### src/rtl/seg7_scan_display_pkg.sv
// Shared definitions for the multiplexed 7-segment status display:
// source select codes, special segment patterns and the hex segment table.
package seg7_scan_display_pkg;

  typedef enum logic [2:0] {
    SHOW_LED = 3'd0,
    SHOW_ALL = 3'd1,
    SHOW_BR  = 3'd2,
    SHOW_JMP = 3'd3
  } show_e;

  localparam logic [7:0] SEG_DASH  = 8'hBF;
  localparam logic [7:0] SEG_BLANK = 8'hFF;

  // Active-low patterns, bit 7 is the decimal point and always stays off.
  function automatic logic [7:0] hex_seg(input logic [3:0] nibble);
    logic [7:0] seg;
    case (nibble)
      4'h0: seg = 8'hC0;
      4'h1: seg = 8'hF9;
      4'h2: seg = 8'hA4;
      4'h3: seg = 8'hB0;
      4'h4: seg = 8'h99;
      4'h5: seg = 8'h92;
      4'h6: seg = 8'h82;
      4'h7: seg = 8'hF8;
      4'h8: seg = 8'h80;
      4'h9: seg = 8'h90;
      4'hA: seg = 8'h88;
      4'hB: seg = 8'h83;
      4'hC: seg = 8'hC6;
      4'hD: seg = 8'hA1;
      4'hE: seg = 8'h86;
      default: seg = 8'h8E;
    endcase
    return seg;
  endfunction

endpackage

### src/rtl/seg7_scan_display_if.sv
// Status-word inputs and display outputs of the scan display, grouped as one bus.
interface seg7_scan_display_if;
  logic [2:0]  Show;
  logic [31:0] Leddata;
  logic [31:0] countAll;
  logic [31:0] Count_branch;
  logic [31:0] countJmp;
  logic [7:0]  SEG;
  logic [7:0]  AN;
  logic        frame_tick;

  modport master (
    output Show, Leddata, countAll, Count_branch, countJmp,
    input  SEG, AN, frame_tick
  );

  modport slave (
    input  Show, Leddata, countAll, Count_branch, countJmp,
    output SEG, AN, frame_tick
  );
endinterface

### src/rtl/seg7_scan_display_decode.sv
// Combinational nibble to active-low 7-segment pattern decoder.
module seg7_decode
  import seg7_scan_display_pkg::*;
(
  input  logic [3:0] nibble,
  output logic [7:0] seg
);

  assign seg = hex_seg(nibble);

endmodule

### src/rtl/seg7_scan_display.sv
// Scans one of four CPU status words onto an 8-digit multiplexed display, taking
// a snapshot once per frame so digits never mix old and new values.
module seg7_scan_display
  import seg7_scan_display_pkg::*;
#(
  parameter int SCAN_DIV = 100000,
  parameter bit BLANK_LZ = 1'b0
) (
  input  logic               clk,
  input  logic               clr,
  seg7_scan_display_if.slave bus
);

  localparam int DIV_W = (SCAN_DIV > 1) ? $clog2(SCAN_DIV) : 1;
  localparam logic [DIV_W-1:0] DIV_LAST = DIV_W'(SCAN_DIV - 1);

  logic [DIV_W-1:0] div_cnt;
  logic [2:0]       digit;
  logic [31:0]      shadow;
  logic             shadow_inv;
  logic             tick_q;
  logic [7:0]       an_q;
  logic [7:0]       seg_q;

  logic             slot_end;
  logic             frame_end;
  logic [31:0]      sel_word;
  logic             sel_inv;
  logic [3:0]       nibble;
  logic [7:0]       nib_seg;
  logic             lead_zero;
  logic [7:0]       an_next;
  logic [7:0]       seg_next;

  assign slot_end  = (div_cnt == DIV_LAST);
  assign frame_end = slot_end && (digit == 3'd7);

  always_comb begin
    sel_word = 32'h0;
    sel_inv  = 1'b0;
    case (bus.Show)
      SHOW_LED: sel_word = bus.Leddata;
      SHOW_ALL: sel_word = bus.countAll;
      SHOW_BR:  sel_word = bus.Count_branch;
      SHOW_JMP: sel_word = bus.countJmp;
      default:  sel_inv  = 1'b1;
    endcase
  end

  assign nibble = shadow[{digit, 2'b00} +: 4];

  seg7_decode u_decode (
    .nibble (nibble),
    .seg    (nib_seg)
  );

  // Digit 0 is never blanked; a dash frame overrides blanking so all 8 dashes show.
  assign lead_zero = BLANK_LZ && (digit != 3'd0) && !shadow_inv
                     && ((shadow >> {digit, 2'b00}) == 32'h0);

  assign an_next  = lead_zero ? 8'hFF : ~(8'b1 << digit);
  assign seg_next = shadow_inv ? SEG_DASH :
                    lead_zero  ? SEG_BLANK : nib_seg;

  always_ff @(posedge clk) begin
    if (clr) begin
      div_cnt    <= '0;
      digit      <= 3'd0;
      shadow     <= 32'h0;
      shadow_inv <= 1'b0;
      tick_q     <= 1'b0;
      an_q       <= 8'hFE;
      seg_q      <= 8'hC0;
    end else begin
      div_cnt <= slot_end ? '0 : div_cnt + 1'b1;
      if (slot_end) begin
        digit <= digit + 3'd1;
      end
      if (frame_end) begin
        shadow     <= sel_word;
        shadow_inv <= sel_inv;
      end
      tick_q <= frame_end;
      an_q   <= an_next;
      seg_q  <= seg_next;
    end
  end

  assign bus.AN         = an_q;
  assign bus.SEG        = seg_q;
  assign bus.frame_tick = tick_q;

endmodule

### src/flat_wrapper.sv
// flat-port wrapper written by rule: the top's interface ports become plain ports
module seg7_scan_display_flat import seg7_scan_display_pkg::*;
#(
  parameter int SCAN_DIV = 100000,
  parameter bit BLANK_LZ = 1'b0
)
  (clk, clr, bus_Show, bus_Leddata, bus_countAll, bus_Count_branch, bus_countJmp, bus_SEG, bus_AN, bus_frame_tick);
  seg7_scan_display_if bus_i ();
  input  logic clk;
  input  logic clr;
  input wire logic [$bits(bus_i.Show)-1:0] bus_Show;
  input wire logic [$bits(bus_i.Leddata)-1:0] bus_Leddata;
  input wire logic [$bits(bus_i.countAll)-1:0] bus_countAll;
  input wire logic [$bits(bus_i.Count_branch)-1:0] bus_Count_branch;
  input wire logic [$bits(bus_i.countJmp)-1:0] bus_countJmp;
  output wire logic [$bits(bus_i.SEG)-1:0] bus_SEG;
  output wire logic [$bits(bus_i.AN)-1:0] bus_AN;
  output wire logic [$bits(bus_i.frame_tick)-1:0] bus_frame_tick;
  assign bus_i.Show = bus_Show;
  assign bus_i.Leddata = bus_Leddata;
  assign bus_i.countAll = bus_countAll;
  assign bus_i.Count_branch = bus_Count_branch;
  assign bus_i.countJmp = bus_countJmp;
  assign bus_SEG = bus_i.SEG;
  assign bus_AN = bus_i.AN;
  assign bus_frame_tick = bus_i.frame_tick;
  seg7_scan_display #(.SCAN_DIV(SCAN_DIV), .BLANK_LZ(BLANK_LZ)) u_core (.clk(clk), .clr(clr), .bus(bus_i));
endmodule
### config.mk
export PLATFORM = sky130hd
export DESIGN_NAME = seg7_scan_display_flat
export DESIGN_NICKNAME = d
export VERILOG_FILES = /design/src/rtl/seg7_scan_display_pkg.sv /design/src/rtl/seg7_scan_display_if.sv /design/src/rtl/seg7_scan_display_decode.sv /design/src/rtl/seg7_scan_display.sv /design/src/flat_wrapper.sv
export SDC_FILE = /design/constraint.sdc
export NUM_CORES = 1
export LEC_CHECK = 0
export CORE_ASPECT_RATIO = 0.9
export CORE_MARGIN = 4
export CORE_UTILIZATION = 46
export CTS_BUF_LIST = sky130_fd_sc_hd__clkbuf_16
export CTS_CLUSTER_DIAMETER = 40
export CTS_CLUSTER_SIZE = 16
export DETAILED_ROUTE_END_ITERATION = 16
export HOLD_SLACK_MARGIN = 0.08
export PLACE_DENSITY_LB_ADDON = 0.3
export SLEW_MARGIN = 20
export SYNTH_ARGS = -nofsm -noshare
export SYNTH_HDL_FRONTEND = slang
export SYNTH_HIERARCHICAL = 1
export SYNTH_SLANG_ARGS = --single-unit
export TNS_END_PERCENT = 100
### constraint.sdc
create_clock -name clk -period 3.8 [get_ports clk]
set_clock_uncertainty 0.1 [all_clocks]
set_input_delay 0.57 -clock clk [delete_from_list [all_inputs] [get_ports clk]]
set_output_delay 0.57 -clock clk [all_outputs]
set_load 0.1 [all_outputs]
Word-level counts from Yosys, hierarchy flattened
Memory sizes are Yosys's and may differ from the RTL's.
Cells that the tools add are included.

word-level totals
  flip-flop bits (word level) = 70
  memory bits (read-only) = 112
  output and inout bits = 17
  word-level logic and storage cells = 27
  memories = 1

cells by class
  add/subtract/negate cells = 2
  equal/unequal tests = 5
  shift operators = 2
  multiplexer cells = 3
  bitwise gates (word level) = 1
  reduce and logical (&&, ||, !) cells = 5

memory list
  name              words  width  read ports  clocked after Yosys merged registers in  wr ports  line                         text
  (name not given)  16     7      1           0                                        0         seg7_scan_display_pkg.sv:18  case (nibble)

operators by type and width
  operator                                              number
  case mux 32 bit (4 select lines)                      1
  variable part select 32 x 6 -> 4 bit                  1
  adder 17 x 1 -> 17 bit (second input constant)        1
  equality test 17 bit (second input constant)          1
  NOT 8 bit                                             1
  left shift 1 x 3 -> 8 bit (first input constant)      1
  2-to-1 mux 7 bit                                      1
  equality test 3 x 2 -> 1 bit (second input constant)  2
  OR reduction 2 bit                                    2
  OR reduction 4 bit                                    1
  adder 3 x 1 -> 3 bit (second input constant)          1
  equality test 3 x 1 -> 1 bit (second input constant)  1
  equality test 3 bit (second input constant)           1
  logical NOT 3 bit                                     1
  logical AND 1 bit                                     1
  2-to-1 mux 1 bit                                      1

Depth between registers and ports, before layout
Gate-level depths: netlist of run 1.

  depth after elaboration = 3
  gate-level depth with buffers = 11
  gate-level depth less buffers = 10

Modules after synthesis
Netlist of run 1, hierarchy kept.

by module, submodules not included
  module             times used  cells an instance  area an instance (um^2)
  seg7_scan_display  1           414                4007.6
  seg7_decode        1           34                 286.5

Worst setup path after synthesis of run 1
Ideal clock, no wire load.

  kind = flip-flop to flip-flop
  start point = register u_core.digit[0]
  end point = register u_core.seg_q[0], in the netlist u_core/bus.SEG[0]
  library setup time = 65 ps
  data arrival time = 2557 ps
  setup slack = 1078 ps
  stages on the path, launching flop included = 12
  clock period less this slack = 2722 ps
  path through = dfxtp_1 > buf_1 > mux4_2 > nand2_1 > nand2_1 > inv_1 > ha_1 > and2b_2 > or3b_1 > o21ai_0 > nor2_1 > nor2_1

on the way
  cells in the longest elaborated chain, start to end = 3

ends and longest elaborated chain
  what                                  line                     text
  start: declaration                    seg7_scan_display.sv:18  logic [2:0] digit;
  start signal: assignment              seg7_scan_display.sv:77  digit <= digit + 3'd1;
  variable part select 32 x 6 -> 4 bit  seg7_scan_display.sv:50  assign nibble = shadow[{digit, 2'b00} +: 4];
  named net u_core.nibble[1]            seg7_scan_display.sv:29  logic [3:0] nibble;
  memory (16 x 7 bit)                   --
  named net u_core.nib_seg[0]           seg7_scan_display.sv:30  logic [7:0] nib_seg;
  2-to-1 mux 7 bit                      seg7_scan_display.sv:62  assign seg_next = shadow_inv ? SEG_DASH :
  end signal: assignment                seg7_scan_display.sv:85  seg_q <= seg_next;
  end: declaration                      seg7_scan_display.sv:23  logic [7:0] seg_q;

The timed path passes the listed nets, and every way through them passes these cells.
A chain may end at the register's enable or synchronous reset.

Worst setup path in the final report of run 1
  start point = register u_core.digit[0]
  end point = register u_core.shadow[12]

on the way
  cells in the longest elaborated chain, start to end = 2

ends and longest elaborated chain
  what                    line                     text
  equality test 3 bit     seg7_scan_display.sv:36  assign frame_end = slot_end && (digit == 3'd7);
  logical AND 1 bit       seg7_scan_display.sv:36
  end signal: assignment  seg7_scan_display.sv:80  shadow <= sel_word;
  end: declaration        seg7_scan_display.sv:19  logic [31:0] shadow;

Every way passes these cells.

==> results of run 1 <==
[layer usage]
metal	wire length, µm	vias to the layer above
li1	-	1899
met1	4640	1804
met2	5560	160
met3	943	16
met4	201	0
met5	0	-
[logic make-up (layout without fill, tap and decap cells)]
logic type / count (synthesis) / in the layout / share of synthesized area
other: 1 / 1 / 0.000873
adder cells (fa/ha/maj): 14 / 14 / 0.0408
flip-flops: 70 / 70 / 0.326
XOR/XNOR: 13 / 13 / 0.0265
AO/OA/AOI/OAI: 83 / 83 / 0.104
multiplexers: 46 / 46 / 0.228
AND/OR/NAND/NOR: 167 / 167 / 0.213
buffers and inverters: 54 / 183 / 0.0612
[cell type report]
type	count	area (µm²)
multi-input cells	324	2640
flip-flops and latches	70	1400
well taps	122	153
inverters	11	41.3
clock inverters	7	55.1
clock buffers	9	225
fillers	734	3080
repair buffers	156	1530
[flip-flops by register name, indices dropped and copies added (netlist names)]
register and count:
u_core/bus.AN 8, u_core/bus.SEG 8, u_core/bus.frame_tick 1, u_core/digit 3
u_core/div_cnt 17, u_core/shadow 32, u_core/shadow_inv 1
[worst max-delay path by stage]
stage                                  from                             end  depth (start not counted)
3_5_place_dp   u_core/digit[0]$_SDFFE_PP0N_    u_core/bus.SEG[0]$_SDFF_PP0_                         10
6_report       u_core/digit[0]$_SDFFE_PP0N_  u_core/shadow[12]$_SDFFE_PP0P_                          6
2_1_floorplan  u_core/digit[0]$_SDFFE_PP0N_    u_core/bus.SEG[0]$_SDFF_PP0_                         11
3_3_place_gp   u_core/digit[0]$_SDFFE_PP0N_    u_core/bus.SEG[0]$_SDFF_PP0_                         10
4_1_cts        u_core/digit[0]$_SDFFE_PP0N_    u_core/bus.SEG[0]$_SDFF_PP0_                         10
5_1_grt        u_core/digit[0]$_SDFFE_PP0N_    u_core/bus.SEG[0]$_SDFF_PP0_                         10
[critical path, stage by stage (launching register included)]
cell	delay, ps
dfxtp_1	710
ha_1	280
ha_1	180
nand2_1	50
or4_1	900
o21ai_1	350
a21oi_1	100
[cells in the final DEF (no fill, tap or decap), drive strengths merged, types with 6 or more instances in the layout]
master / instances
a21oi: 38
buf: 9
clkbuf: 9
clkdlybuf4s50: 147
clkinv: 6
dfxtp: 70
ha: 14
inv: 11
mux4: 41
nand2: 25
nand3: 10
nand4: 38
nor2: 39
nor2b: 32
nor4: 6
o21ai: 38
xnor2: 11
[through the flow]
step / hold slack [ps] / total power, µW / util
5_1_grt: 385 / 1860 / 0.662
3_5_place_dp: 356 / 1020 / 0.632
6_report: 371 / 1790 / 0.662
4_1_cts: 364 / 1810 / 0.662
2_1_floorplan: 336 / 872 / -
3_3_place_gp: 350 / 1020 / 0.632
[report_power, final]
| group | internal [µW] | switching (µW) |
|---|---|---|
| combinational | 190 | 73.0 |
| clock | 495 | 291 |
| sequential | 738 | 4.64 |
==> results.md, run 1 <==
- Post-route cell area: 6040 µm²
- Post-DRT Antenna Nets: 0
- Power Density: between 200 and 300 nW/µm²
- Post-Syn Instances: ~450
- Initial antenna violation count: 0
- Slew HR: 0.244
- CTS tree: done
- Final setup TNS: 0 ps
- Ys flop type: dfxtp_1
- Count of different cell masters after synthesis: 42
- Initial core utilization: 0.471
- Overflow after GRT: 0
- Placement Cell Area: between 5000 and 6000 µm²
- Clk sinks: 70
- DRT Pass-1 Iters: 5
- Critical Path End Type: flop
- Leak: ~0.002 µW
- Cts bufs inserted: 9
- Synthesis-to-layout area growth: 40.8%
- Final hold vios: 0
- Post-Synthesis Net Count: about 600
- M2 GR Usage: 0.341
- Final setup vio count: 0
- Die H: ~100 µm
- Status: finished, final reports clean
- Busiest metal layer after global routing: met2
- Nets: about 720
- H-tree depth: 3
- Worst-path clk slew: about 50 ps
- Max-cap violation count: 0
- Met3 GRT Util: 0.0642
- Crit-path max FO: 33
- DR WL/cell: 16.2 µm
- EDFF count, synth: 0
- Area leader, netlist: dfxtp_1
- Ant. Diodes: 0
- Chip width: 110 µm
- Reg2reg start: u_core/digit[0]$_SDFFE_PP0N_
- Post-CTS Hold Buffers: 0
- Worst Hold End: u_core/shadow[1]$_SDFFE_PP0P_
- WS Path Type: flop to flop
- Worst min-delay path class: flop to flop
- Clk root buf: clkbuf_16
- Port bufs: between 100 and 150
- Max Clock Freq: about 360 MHz
- Worst R2R Setup Slack: approximately 990 ps
- DR DRC count: 0
- Synth top area cells: dfxtp_1 33%, mux4_2 21%, nand4_1 5.5%
- Routed WL: 11300 µm
- Worst Path Arrival: just under 3000 ps
- Post-Syn Area per Cell: around 9.6 µm²
- Clk buf depth: 2
- Vias in the first global route: around 3800
- Num rows: 33
- Pre-CTS WS: slightly below 1000 ps
- Final Slew Violations: 0
- Hold_sp: u_core/shadow[1]$_SDFFE_PP0P_
- Peak supply drop: between 0.2 and 0.25 mV
- Clk_lat worst skew: roughly 330 ps
- Die area: around 11000 µm²
- Post-CTS sizing: 0
- Min-Delay Path Depth: 2
- Dpl cells: around 680
- Shortest period the worst path allows: between 2000 and 3000 ps
- Met1 Usage GRT: 0.258
- Core area: between 9000 and 10000 µm²
- Vias: 3879
- Worst EP required: slightly below 4000 ps
- Total global-route track usage: 0.207
- Synth Register Bits: 70
- Reg-to-Reg End: u_core/shadow[12]$_SDFFE_PP0P_
- RSZ-0062 raised after global routing: false
- Worst-Margin Slew: roughly 1100 ps
- Post-DR vias/cell: about 5.5
- Number of non-filler instances in the completed layout: 699
- Drt first-iter violations: ~250
- Register area share after synthesis: 0.326
- IO Count: 150
- Crit start category: flop
- Hpwl dp: 8770 µm
- Ys async rst share: 0
- Count leader, synth: dfxtp_1
- Synthesis Warnings: 6
- Mapped cell area: around 4300 µm²
- Most frequent cells after synthesis: 70 x dfxtp_1, 40 x mux4_2, 39 x nor2_1
- Final WS setup: slightly below 1000 ps
- Crit share post-route: 0.738
- R2R cell count: 6
- Largest net degree at the start of global routing: 40
- First-pass GRT wire length: about 18000 µm
- RePlAce Congestion: between 0.8 and 0.9
- Post-CTS Setup Inserts: 0
- Share of the synthesized area in the top cell type: 0.326
- Share of layout cells above drive strength 1: 0.123
Note: power is estimated with default switching activity, not from simulation.
==> run 2: changes to the inputs <==
- clock period: 3.8 -> 2.7 ns (I/O delays scaled with it)
==> run 2 against run 1 <==
Against the previous run:
- routed wire length is 1.3% lower
- first-iteration DRC count is 24% lower
- maximum frequency is 15% higher
- combinational power is 41% higher
- critical path type unchanged
- largest cell class unchanged
- largest power group unchanged
==> results.md, run 2 (synthesis gave the netlist of run 1 again) <==
- Num rows: 33 (unchanged)
- Reg2reg start: u_core/digit[1]$_SDFFE_PP0N_ (was u_core/digit[0]$_SDFFE_PP0N_)
- Top Registers: u_core/shadow (32), u_core/div_cnt (17) (unchanged)
- Buf+Inv Stages, Crit Path: 2 (was 0)
- DRT Pass-1 Iters: 4 (was 5)
- Min-Delay Path Depth: 2 (unchanged)
- RSZ-0062 raised after global routing: false (unchanged)
- IO Count: 150 (unchanged)
- Placement Cell Area: 5770 µm² (was 5760 µm²)
- Leak: 0.00208 µW (was 0.00202 µW)
- R2R cell count: 11 (was 6)
- Routed WL: 11200 µm (was 11300 µm)
- Crit share post-route: 0.901 (was 0.738)
- Die H: 99.7 µm (unchanged)
- First-pass GRT wire length: 18400 µm (was 17900 µm)
- Max-cap violation count: 0 (unchanged)
- Power Density: 415 nW/µm² (was 296 nW/µm²)
- Final setup vio count: 0 (unchanged)
- Final setup TNS: 0 ps (unchanged)
- Worst-path clk slew: 50 ps (about the same)
- H-tree depth: 3 (unchanged)
- Status: finished, final reports clean (unchanged)
- Combinational Power Share: 0.147 (about the same)
- Vias: 3828 (was 3879)
- Vias in the first global route: 3946 (was 3752)
- Critical Path End Type: flop (unchanged)
- RePlAce Congestion: 0.905 (was 0.880)
- Filler cells: 745 (was 734)
- Synthesis-to-layout area growth: 41.2% (was 40.8%)
- CP top delay family: simple AND/OR/NAND/NOR gates (unchanged)
- Slew HR: 0.648 (was 0.244)
- Post-route cell area: 6060 µm² (was 6040 µm²)
- Core area: 9130 µm² (unchanged)
- Leading cell type in the layout, fill and taps excluded: clkdlybuf4s50_1 (unchanged)
- Reg-to-Reg End: u_core/bus.SEG[0]$_SDFF_PP0_ (was u_core/shadow[12]$_SDFFE_PP0P_)
- Sequential power share: 0.415 (was 0.414)
- Worst EP required: 2850 ps (was 3900 ps)
- Die area: 10900 µm² (unchanged)
- Most frequent cells in the layout: 130 x clkdlybuf4s50_1, 68 x dfxtp_1, 40 x mux4_2, 39 x nor2_1 (was 147 x clkdlybuf4s50_1, 70 x dfxtp_1, 40 x mux4_2, 39 x nor2_1)
- Largest register FFs: 32 (unchanged)
- Drt first-iter violations: 190 (was 251)
- CP max stage cell: dfxtp_2 (was or4_1)
- Clk root buf: clkbuf_16 (unchanged)
- Crit start category: flop (unchanged)
- Final Slew Violations: 0 (unchanged)
- Cts bufs inserted: 9 (unchanged)
- Clock Power Share: 0.437 (was 0.439)
- Hold_sp: u_core/shadow[1]$_SDFFE_PP0P_ (unchanged)
- Clk sinks: 70 (unchanged)
- Hpwl dp: 8700 µm (was 8770 µm)
- Peak supply drop: 0.318 mV (was 0.209 mV)
- Ant. Diodes: 0 (unchanged)
- Max Clock Freq: 411 MHz (was 357 MHz)
- Shortest period the worst path allows: 2430 ps (was 2810 ps)
- CTS tree: done (unchanged)
- Clk_lat worst skew: 320 ps (was 330 ps)
- Worst Hold End: u_core/shadow[1]$_SDFFE_PP0P_ (unchanged)
- Switching power: 510 µW (was 368 µW)
- Worst-Margin Slew: 528 ps (was 1130 ps)
- WS Path Type: flop to flop (unchanged)
- Worst R2R Setup Slack: 270 ps (was 990 ps)
- Initial antenna violation count: 0 (unchanged)
- Final hold vios: 0 (unchanged)
- Post-CTS Hold Buffers: 0 (unchanged)
- Port bufs: 149 (unchanged)
- Largest net degree at the start of global routing: 54 (was 40)
- Clk buf depth: 2 (unchanged)
- DR WL/cell: 15.9 µm (was 16.2 µm)
- Worst min-delay path class: flop to flop (unchanged)
- Total global-route track usage: 0.210 (was 0.207)
- Sw frac: 0.202 (was 0.206)
- DR DRC count: 0 (unchanged)
- Initial core utilization: 0.471 (unchanged)
- Overflow after GRT: 0 (unchanged)
- Most flops, register: u_core/shadow (unchanged)
- Post-DRT Antenna Nets: 0 (unchanged)
- Worst Path Arrival: 2580 ps (was 2910 ps)
- Share of layout cells above drive strength 1: 0.165 (was 0.123)
- Post-DR vias/cell: 5.44 (was 5.55)
- Cell internal pwr: 2010 µW (was 1420 µW)
- Chip width: 110 µm (unchanged)
- Crit path largest cell delay: 380 ps (was 900 ps)
- Nets: 724 (was 719)
- Cell chain of the critical path: buf_4 -> mux4_2 -> nand2_1 -> nand2_1 -> inv_1 -> ha_1 -> and2b_2 -> or3b_1 -> o21ai_0 -> nor2_1 -> nor2_1 (was ha_1 -> ha_1 -> nand2_1 -> or4_1 -> o21ai_1 -> a21oi_1)
- Crit-path max FO: 8 (was 33)
[run 2: cell types whose count changed in the layout (fill, tap and decap cells not counted), sizes merged]
cell,before,now
clkdlybuf4s50,147,130
clkinvlp,0,1
clkinv,6,2
inv,11,14
buf,9,31
[run 2: worst max path at each step]
| stage | from | endpoint | slack, ps | cells after the start |
|---|---|---|---|---|
| detailed placement | u_core/digit[1]$_SDFFE_PP0N_ | u_core/bus.SEG[0]$_SDFF_PP0_ | 210 | 10 |
| finish | u_core/digit[1]$_SDFFE_PP0N_ | u_core/bus.SEG[0]$_SDFF_PP0_ | 270 | 11 |
| global placement | u_core/digit[1]$_SDFFE_PP0N_ | u_core/bus.SEG[0]$_SDFF_PP0_ | 300 | 10 |
| global route | u_core/digit[1]$_SDFFE_PP0N_ | u_core/bus.SEG[0]$_SDFF_PP0_ | 60 | 11 |
| CTS | u_core/digit[1]$_SDFFE_PP0N_ | u_core/bus.SEG[0]$_SDFF_PP0_ | 190 | 10 |
| floorplan | u_core/digit[1]$_SDFFE_PP0N_ | u_core/bus.SEG[0]$_SDFF_PP0_ | 70 | 11 |
[run 2: worst register-to-register path: cells and delay by family, from the launching register on]
family	cells	cell delay (ps)
multiplexers	1	300
AND/OR/NAND/NOR	6	950
buffers and inverters	2	360
adder cells (fa/ha/maj)	1	210
flip-flops	1	380
AO/OA/AOI/OAI	1	70
[run 2: layout make-up]
class,instances,area (µm²),share of cell area
multi-input cells,324,2640,0.435
repair buffers,161,1550,0.255
flip-flops and latches,70,1400,0.232
clock buffers,9,225,0.0372
well taps,122,153,0.0252
clock inverters,7,58.8,0.00970
inverters,11,41.3,0.00681
[run 2: per-layer routing]
layer,vias up,track usage,wire length (µm)
li1,1904,-,-
met1,1778,0.266,4790
met2,134,0.351,5530
met3,12,0.0461,728
met4,0,0.0767,147
met5,-,0,0
[run 2: power groups by stage]
stage	combinational, µW	clock [µW]	sequential (µW)
after floorplan	157	0	1070
after global placement	369	0	1070
after detailed placement	374	0	1070
after CTS	375	1120	1040
after global routing	397	1170	1040
final	371	1100	1050
[run 2: through the flow]
stage | std cells | setup WS (ps) | util | hold WS (ps) | total power [µW]
2_1_floorplan | 448 | 74.8 | - | 336 | 1230
3_5_place_dp | 688 | 211 | 0.633 | 364 | 1440
6_report | 704 | 268 | 0.664 | 368 | 2520
5_1_grt | 704 | 56.4 | 0.664 | 389 | 2610
4_1_cts | 704 | 187 | 0.664 | 372 | 2540
3_3_place_gp | 688 | 300 | 0.633 | 357 | 1440
[run 2: repair_timing]
item	CTS	global route
setup endpoints to repair	0	2
resized for setup	0	3
setup buffers	0	0
==> RTL edit 1: new RTL, flow settings as in run 2 <==
`SCAN_DIV` is set to 100000 in 2 places; all go to 400000.
--- a/src/rtl/seg7_scan_display.sv
+++ b/src/rtl/seg7_scan_display.sv
@@ -4,5 +4,5 @@
   import seg7_scan_display_pkg::*;
 #(
-  parameter int SCAN_DIV = 100000,
+  parameter int SCAN_DIV = 400000,
   parameter bit BLANK_LZ = 1'b0
 ) (
--- a/src/flat_wrapper.sv
+++ b/src/flat_wrapper.sv
@@ -2,5 +2,5 @@
 module seg7_scan_display_flat import seg7_scan_display_pkg::*;
 #(
-  parameter int SCAN_DIV = 100000,
+  parameter int SCAN_DIV = 400000,
   parameter bit BLANK_LZ = 1'b0
 )
Formal check against the unedited RTL: same outputs for any inputs over 10 cycles, from zero or initial values; that may be too few to reach the edited logic, so the function may still have changed.
==> RTL edit 1 against run 2 <==
  * Clock power rose by 28%
  * Non-clock buffer count fell by 2
  * Design area rose by 1.7%
  * Highest routed layer unchanged
  * Critical path type unchanged
  * Synthesized area fell by 0.38%
  * Wire length rose by 3.5%
  * Die area fell by 0.35%
  * Total power rose by 13%
  * Sequential cell count rose by 2
  * Setup slack got worse by 0.093 ns
  * Critical endpoint unchanged
  * Core utilization rose by 1.4 points
  * Cell count fell by 3.7%
==> RTL edit 1: results (changes against run 2) <==
Layout
  – Fill count: 738 (-0.94%)
  – Number of antenna diodes: 0 (unchanged)
  – Regs by FF count: u_core/shadow x32, u_core/div_cnt x19
  – Share of layout cells above drive strength 1: 16.73% (+0.23 points)
  – Post-Layout Cell Count: 678 (-3.7%)
  – Nets: 698 (-3.6%)

Placement
  – Dpl cells: 662 (-3.8%)
  – Gpl congestion: 0.8568 (-5.4%)
  – Hpwl dp: 8917 um (+2.5%)
  – DP Area: 0.005804 mm^2 (+0.56%)
  – Pre-CTS setup slack: 0.06834 ns (-0.1431 ns)

Drt
  – Drt first-iter violations: 215 (+13%)
  – Vias per cell: 5.501 (+1.2%)
  – DRT Wirelength: 11590 um (+3.5%)

Worst setup path
  – Slowest CP cell: mux4_2
  – Reg2reg start: u_core/digit[0]
  – Critical path arrival: 2.68 ns (+0.10 ns)
  – CP max stage delay: 0.52 ns (+0.14 ns)
  – R2R setup slack: 0.18 ns (-0.09 ns)
  – Reg2Reg Depth: 10 (-1)
  – Critical path peak fanout: 9 (+1)

Synthesis
  – Largest cells by area after synthesis: dfxtp_1 34%, mux4_2 21%, or4b_1 7.5%, a21oi_1 4.7%, o21ai_0 4.2%
  – Synth cell count leaders: 72 x dfxtp_1, 40 x a21oi_1, 40 x mux4_2
  – Sequential-to-total area share from yosys stat: 33.69% (+1.1 points)
  – Unique masters post-synth: 44 (+4.8%)
  – Gate Count Post-Synth: 421 (-6.0%)
  – Yosys warning count: 6 (unchanged)
  – Synth async-reset ratio: 0% (unchanged)
  – Mapped Nets: 568 (-4.5%)

Power
  – Worst ir drop on vdd: 397.0 uV (+25%)
  – Leak: 2.147 nW (+3.3%)

Global routing
  – Tot GR Track Use: 22.09% (+1.1 points)
  – First-pass GRT wire length: 18700 um (+1.5%)
  – Vias in the first global route: 3857 (-2.3%)
  – Pin count of the biggest net entering global routing: 66 (+22%)

Status
  – Outcome: completed

CTS
  – Cts bufs inserted: 9 (unchanged)
  – Post-CTS Setup Inserts: 0 (unchanged)
  – Clock Latency Late Sink: 0.33 ns
  – Clock tree buffer depth: 2 (unchanged)

Floorplanning
  – Core area: 0.009084 mm^2 (-0.45%)

STA
  – Period minus WS final: 2.524 ns (+0.09258 ns)
  – Worst slew pin tran: 0.5891 ns (+0.06150 ns)
[RTL edit 1: cell count changes in the layout (fill, tap and decap cells not counted), sizes merged, moves of 3 or more]
cell / change
nand2: -4
or4b: +32
bufinv: +3
nor2b: -32
nand3: +3
nand4: -34
and3: +5
[RTL edit 1: report_power, final]
part / switching [mW] / internal [mW]
Clock: 0.422 / 0.988
Sequential: 0.00390 / 1.07
Combinational: 0.0958 / 0.260
[RTL edit 1: how the worst min path moves through the flow]
| stage | cells past startpoint | end | startpoint | slack [ns] |
|---|---|---|---|---|
| finish | 2 | u_core/shadow[22] | u_core/shadow[22] | 0.37 |
| global route | 1 | u_core/div_cnt[0] | u_core/div_cnt[0] | 0.39 |
| CTS | 2 | u_core/shadow[22] | u_core/shadow[22] | 0.37 |
| detailed placement | 1 | u_core/div_cnt[0] | u_core/div_cnt[0] | 0.36 |
| global placement | 1 | u_core/div_cnt[0] | u_core/div_cnt[0] | 0.34 |
| floorplan | 1 | u_core/div_cnt[0] | u_core/div_cnt[0] | 0.33 |
[RTL edit 1: final cells by class]
| type | instances | area, um^2 | share of cell area, % |
|---|---|---|---|
| tap | 122 | 152.6 | 2.476 |
| clock buffer | 9 | 225.2 | 3.653 |
| timing repair buffer | 159 | 1551 | 25.16 |
| clock inverter | 7 | 135.1 | 2.192 |
| multi-input combinational | 298 | 2618 | 42.45 |
| inverter | 11 | 41.29 | 0.6696 |
| sequential | 72 | 1443 | 23.40 |
[RTL edit 1: kinds of logic after synthesis]
group,after synthesis,synth area share [%]
simple gates,136,19.92
compound gates,85,10.88
flops,72,33.69
buf+inv,51,5.118
mux,48,23.34
fa+ha+maj,14,4.095
xor+xnor,14,2.866
other cells,1,0.08766
[RTL edit 1: routing by layer]
| metal | up-vias | global-route usage, % | wire, um |
|---|---|---|---|
| met2 | 128 | 35.38 | 5659 |
| met1 | 1733 | 26.62 | 4618 |
| li1 | 1849 | - | - |
| met3 | 20 | 7.982 | 1024 |
| met5 | - | 0 | 0 |
| met4 | 0 | 9.779 | 286 |
[RTL edit 1: critical path, delay by kind of cell, from the launching register on]
family,cells,cell delay [ns]
and+or+nand+nor,6,0.93
DFF,1,0.44
AOI/OAI and AO/OA,1,0.08
buffers and inverters,1,0.17
adders and majority gates,1,0.21
muxes,1,0.52
[RTL edit 1: what timing repair did]
action	in CTS	in global routing
hold buffers	0	0
resized for setup	0	1
setup endpoints to repair	0	25
==> RTL edit 2: new RTL, flow settings as in run 2 <==
Made on the original files. Register the input `clr` before use. The logic sees it one clock later. The other inputs are not delayed to match.
--- a/src/rtl/seg7_scan_display.sv
+++ b/src/rtl/seg7_scan_display.sv
@@ -14,4 +14,10 @@
   localparam int DIV_W = (SCAN_DIV > 1) ? $clog2(SCAN_DIV) : 1;
   localparam logic [DIV_W-1:0] DIV_LAST = DIV_W'(SCAN_DIV - 1);
+
+  logic clr_q;
+
+  always_ff @(posedge clk) begin
+    clr_q <= clr;
+  end
 
   logic [DIV_W-1:0] div_cnt;
@@ -64,5 +70,5 @@
 
   always_ff @(posedge clk) begin
-    if (clr) begin
+    if (clr_q) begin
       div_cnt    <= '0;
       digit      <= 3'd0;
Formal check against the unedited RTL: no difference found for any inputs over 10 cycles, from zero or initial values; that may be too few to reach the edited logic, so the function may still have changed.
==> RTL edit 2 against run 2 <==
  * Design area barely moved
  * Wire length rose by 2.9%
  * Synthesized area rose by 0.47%
  * Total power fell by 3.0%
  * Clock power fell by 8%
  * Sequential cell count rose by 1
  * Cell count rose by 0.28%
  * Non-clock buffer count rose by 2
  * Combinational power barely moved
  * Die area rose by 0.43%
  * Setup slack got worse by 0.055 ns
  * First-iteration DRC count rose by 54%
  * Critical path type unchanged
  * Largest power group is now registers
==> RTL edit 2: results (changes against run 2) <==
Status
  – Outcome: completed

Synthesis
  – XOR/XNOR share of the synthesized area: 2.639% (-0.012 points)
  – Mapped Nets: 596 (+0.17%)
  – Sequential-to-total area share from yosys stat: 32.95% (+0.31 points)
  – Synth cell count leaders: 71 x dfxtp_1, 40 x mux4_2, 39 x nor2_1
  – Gate Count Post-Synth: 449 (+0.22%)
  – Synth Area in Compound Gates: 10.32% (-0.048 points)
  – Largest cells by area after synthesis: dfxtp_1 33%, mux4_2 21%, nand4_1 5.5%, nor2b_1 4.6%, a21oi_1 4.4%
  – Post-synthesis mux area share: 22.68% (-0.11 points)
  – Adder-cell share of the synthesized area: 4.060% (-0.019 points)

CTS
  – Cts bufs inserted: 9 (unchanged)
  – Post-CTS Setup Inserts: 0 (unchanged)
  – Clock Latency Late Sink: 0.33 ns

Worst setup path
  – CP top delay family: simple AND/OR/NAND/NOR gates
  – Crit path launch: u_core/digit[0]
  – R2R setup slack: 0.21 ns (-0.05 ns)
  – Slowest CP cell: mux4_2
  – CP max stage delay: 0.52 ns (+0.14 ns)
  – Reg2Reg Depth: 10 (-1)
  – Critical path arrival: 2.65 ns (+0.07 ns)
  – Critical path peak fanout: 5 (-3)
  – Worst R2R End: u_core/bus.SEG[0]

Drt
  – DRT Wirelength: 11520 um (+2.9%)
  – Initial DRT Pass Iterations: 5 (+1)
  – Drt first-iter violations: 293 (+54%)
  – Vias per cell: 5.557 (+2.2%)
  – DR WL/cell: 16.32 um (+2.6%)

Placement
  – Pre-CTS setup slack: 0.1942 ns (-0.01730 ns)
  – Hpwl dp: 9109 um (+4.7%)
  – DP Area: 0.005812 mm^2 (+0.69%)
  – Dpl cells: 691 (+0.44%)
  – Gpl congestion: 0.8715 (-3.7%)

Power
  – Leak: 2.080 nW (about the same)
  – Psw: 0.5139 mW (+0.80%)
  – Worst ir drop on vdd: 252.7 uV (-20%)

Global routing
  – Vias in the first global route: 3932 (-0.35%)
  – Pin count of the biggest net entering global routing: 35 (-35%)
  – First-pass GRT wire length: 18710 um (+1.6%)
  – Tot GR Track Use: 21.62% (+0.59 points)

Layout
  – Share of layout cells above drive strength 1: 16.61% (+0.11 points)
  – Number of antenna diodes: 0 (unchanged)
  – Nets: 727 (+0.41%)

STA
  – Period minus WS final: 2.486 ns (+0.05487 ns)
## RTL edit 2: layout make-up
class,instances,area (um^2)
sequential,71,1423
multi-input combinational,324,2635
inverter,11,41.29
tap,122,152.6
clock buffer,9,225.2
fill,729,3058
timing repair buffer,163,1562
clock inverter,6,28.78
## RTL edit 2: worst min-delay path by stage
stage                 startpoint                end  slack [ns]
5_1_grt        u_core/shadow[21]  u_core/shadow[21]        0.40
3_5_place_dp    u_core/shadow[1]   u_core/shadow[1]        0.37
4_1_cts         u_core/shadow[1]   u_core/shadow[1]        0.37
6_report        u_core/shadow[1]   u_core/shadow[1]        0.38
2_1_floorplan                clr       u_core/clr_q        0.33
3_3_place_gp    u_core/shadow[1]   u_core/shadow[1]        0.35
## RTL edit 2: power groups by stage
stage	sequential (mW)	combinational [mW]	clock, mW
floorplan	1.09	0.157	0
global placement	1.08	0.368	0
detailed placement	1.08	0.374	0
CTS	1.06	0.374	1.02
global route	1.06	0.397	1.07
finish	1.06	0.371	1.01
## RTL edit 2: worst reg2reg max path, cell delays in order, from the launching register on
cell	delay, ns
dfxtp_1	0.39
mux4_2	0.52
nand2_1	0.09
nand2_1	0.13
inv_1	0.17
ha_1	0.20
and2b_2	0.23
or3b_1	0.37
o21ai_0	0.08
nor2_1	0.06
nor2_1	0.08
## RTL edit 2: layer usage
| metal | track usage [%] | vias to the layer above | wire length (um) |
|---|---|---|---|
| met4 | 7.958 | 0 | 237 |
| met1 | 26.82 | 1847 | 4860 |
| met5 | 0 | - | 0 |
| met2 | 36.05 | 149 | 5549 |
| met3 | 5.659 | 19 | 876 |
| li1 | - | 1908 | - |
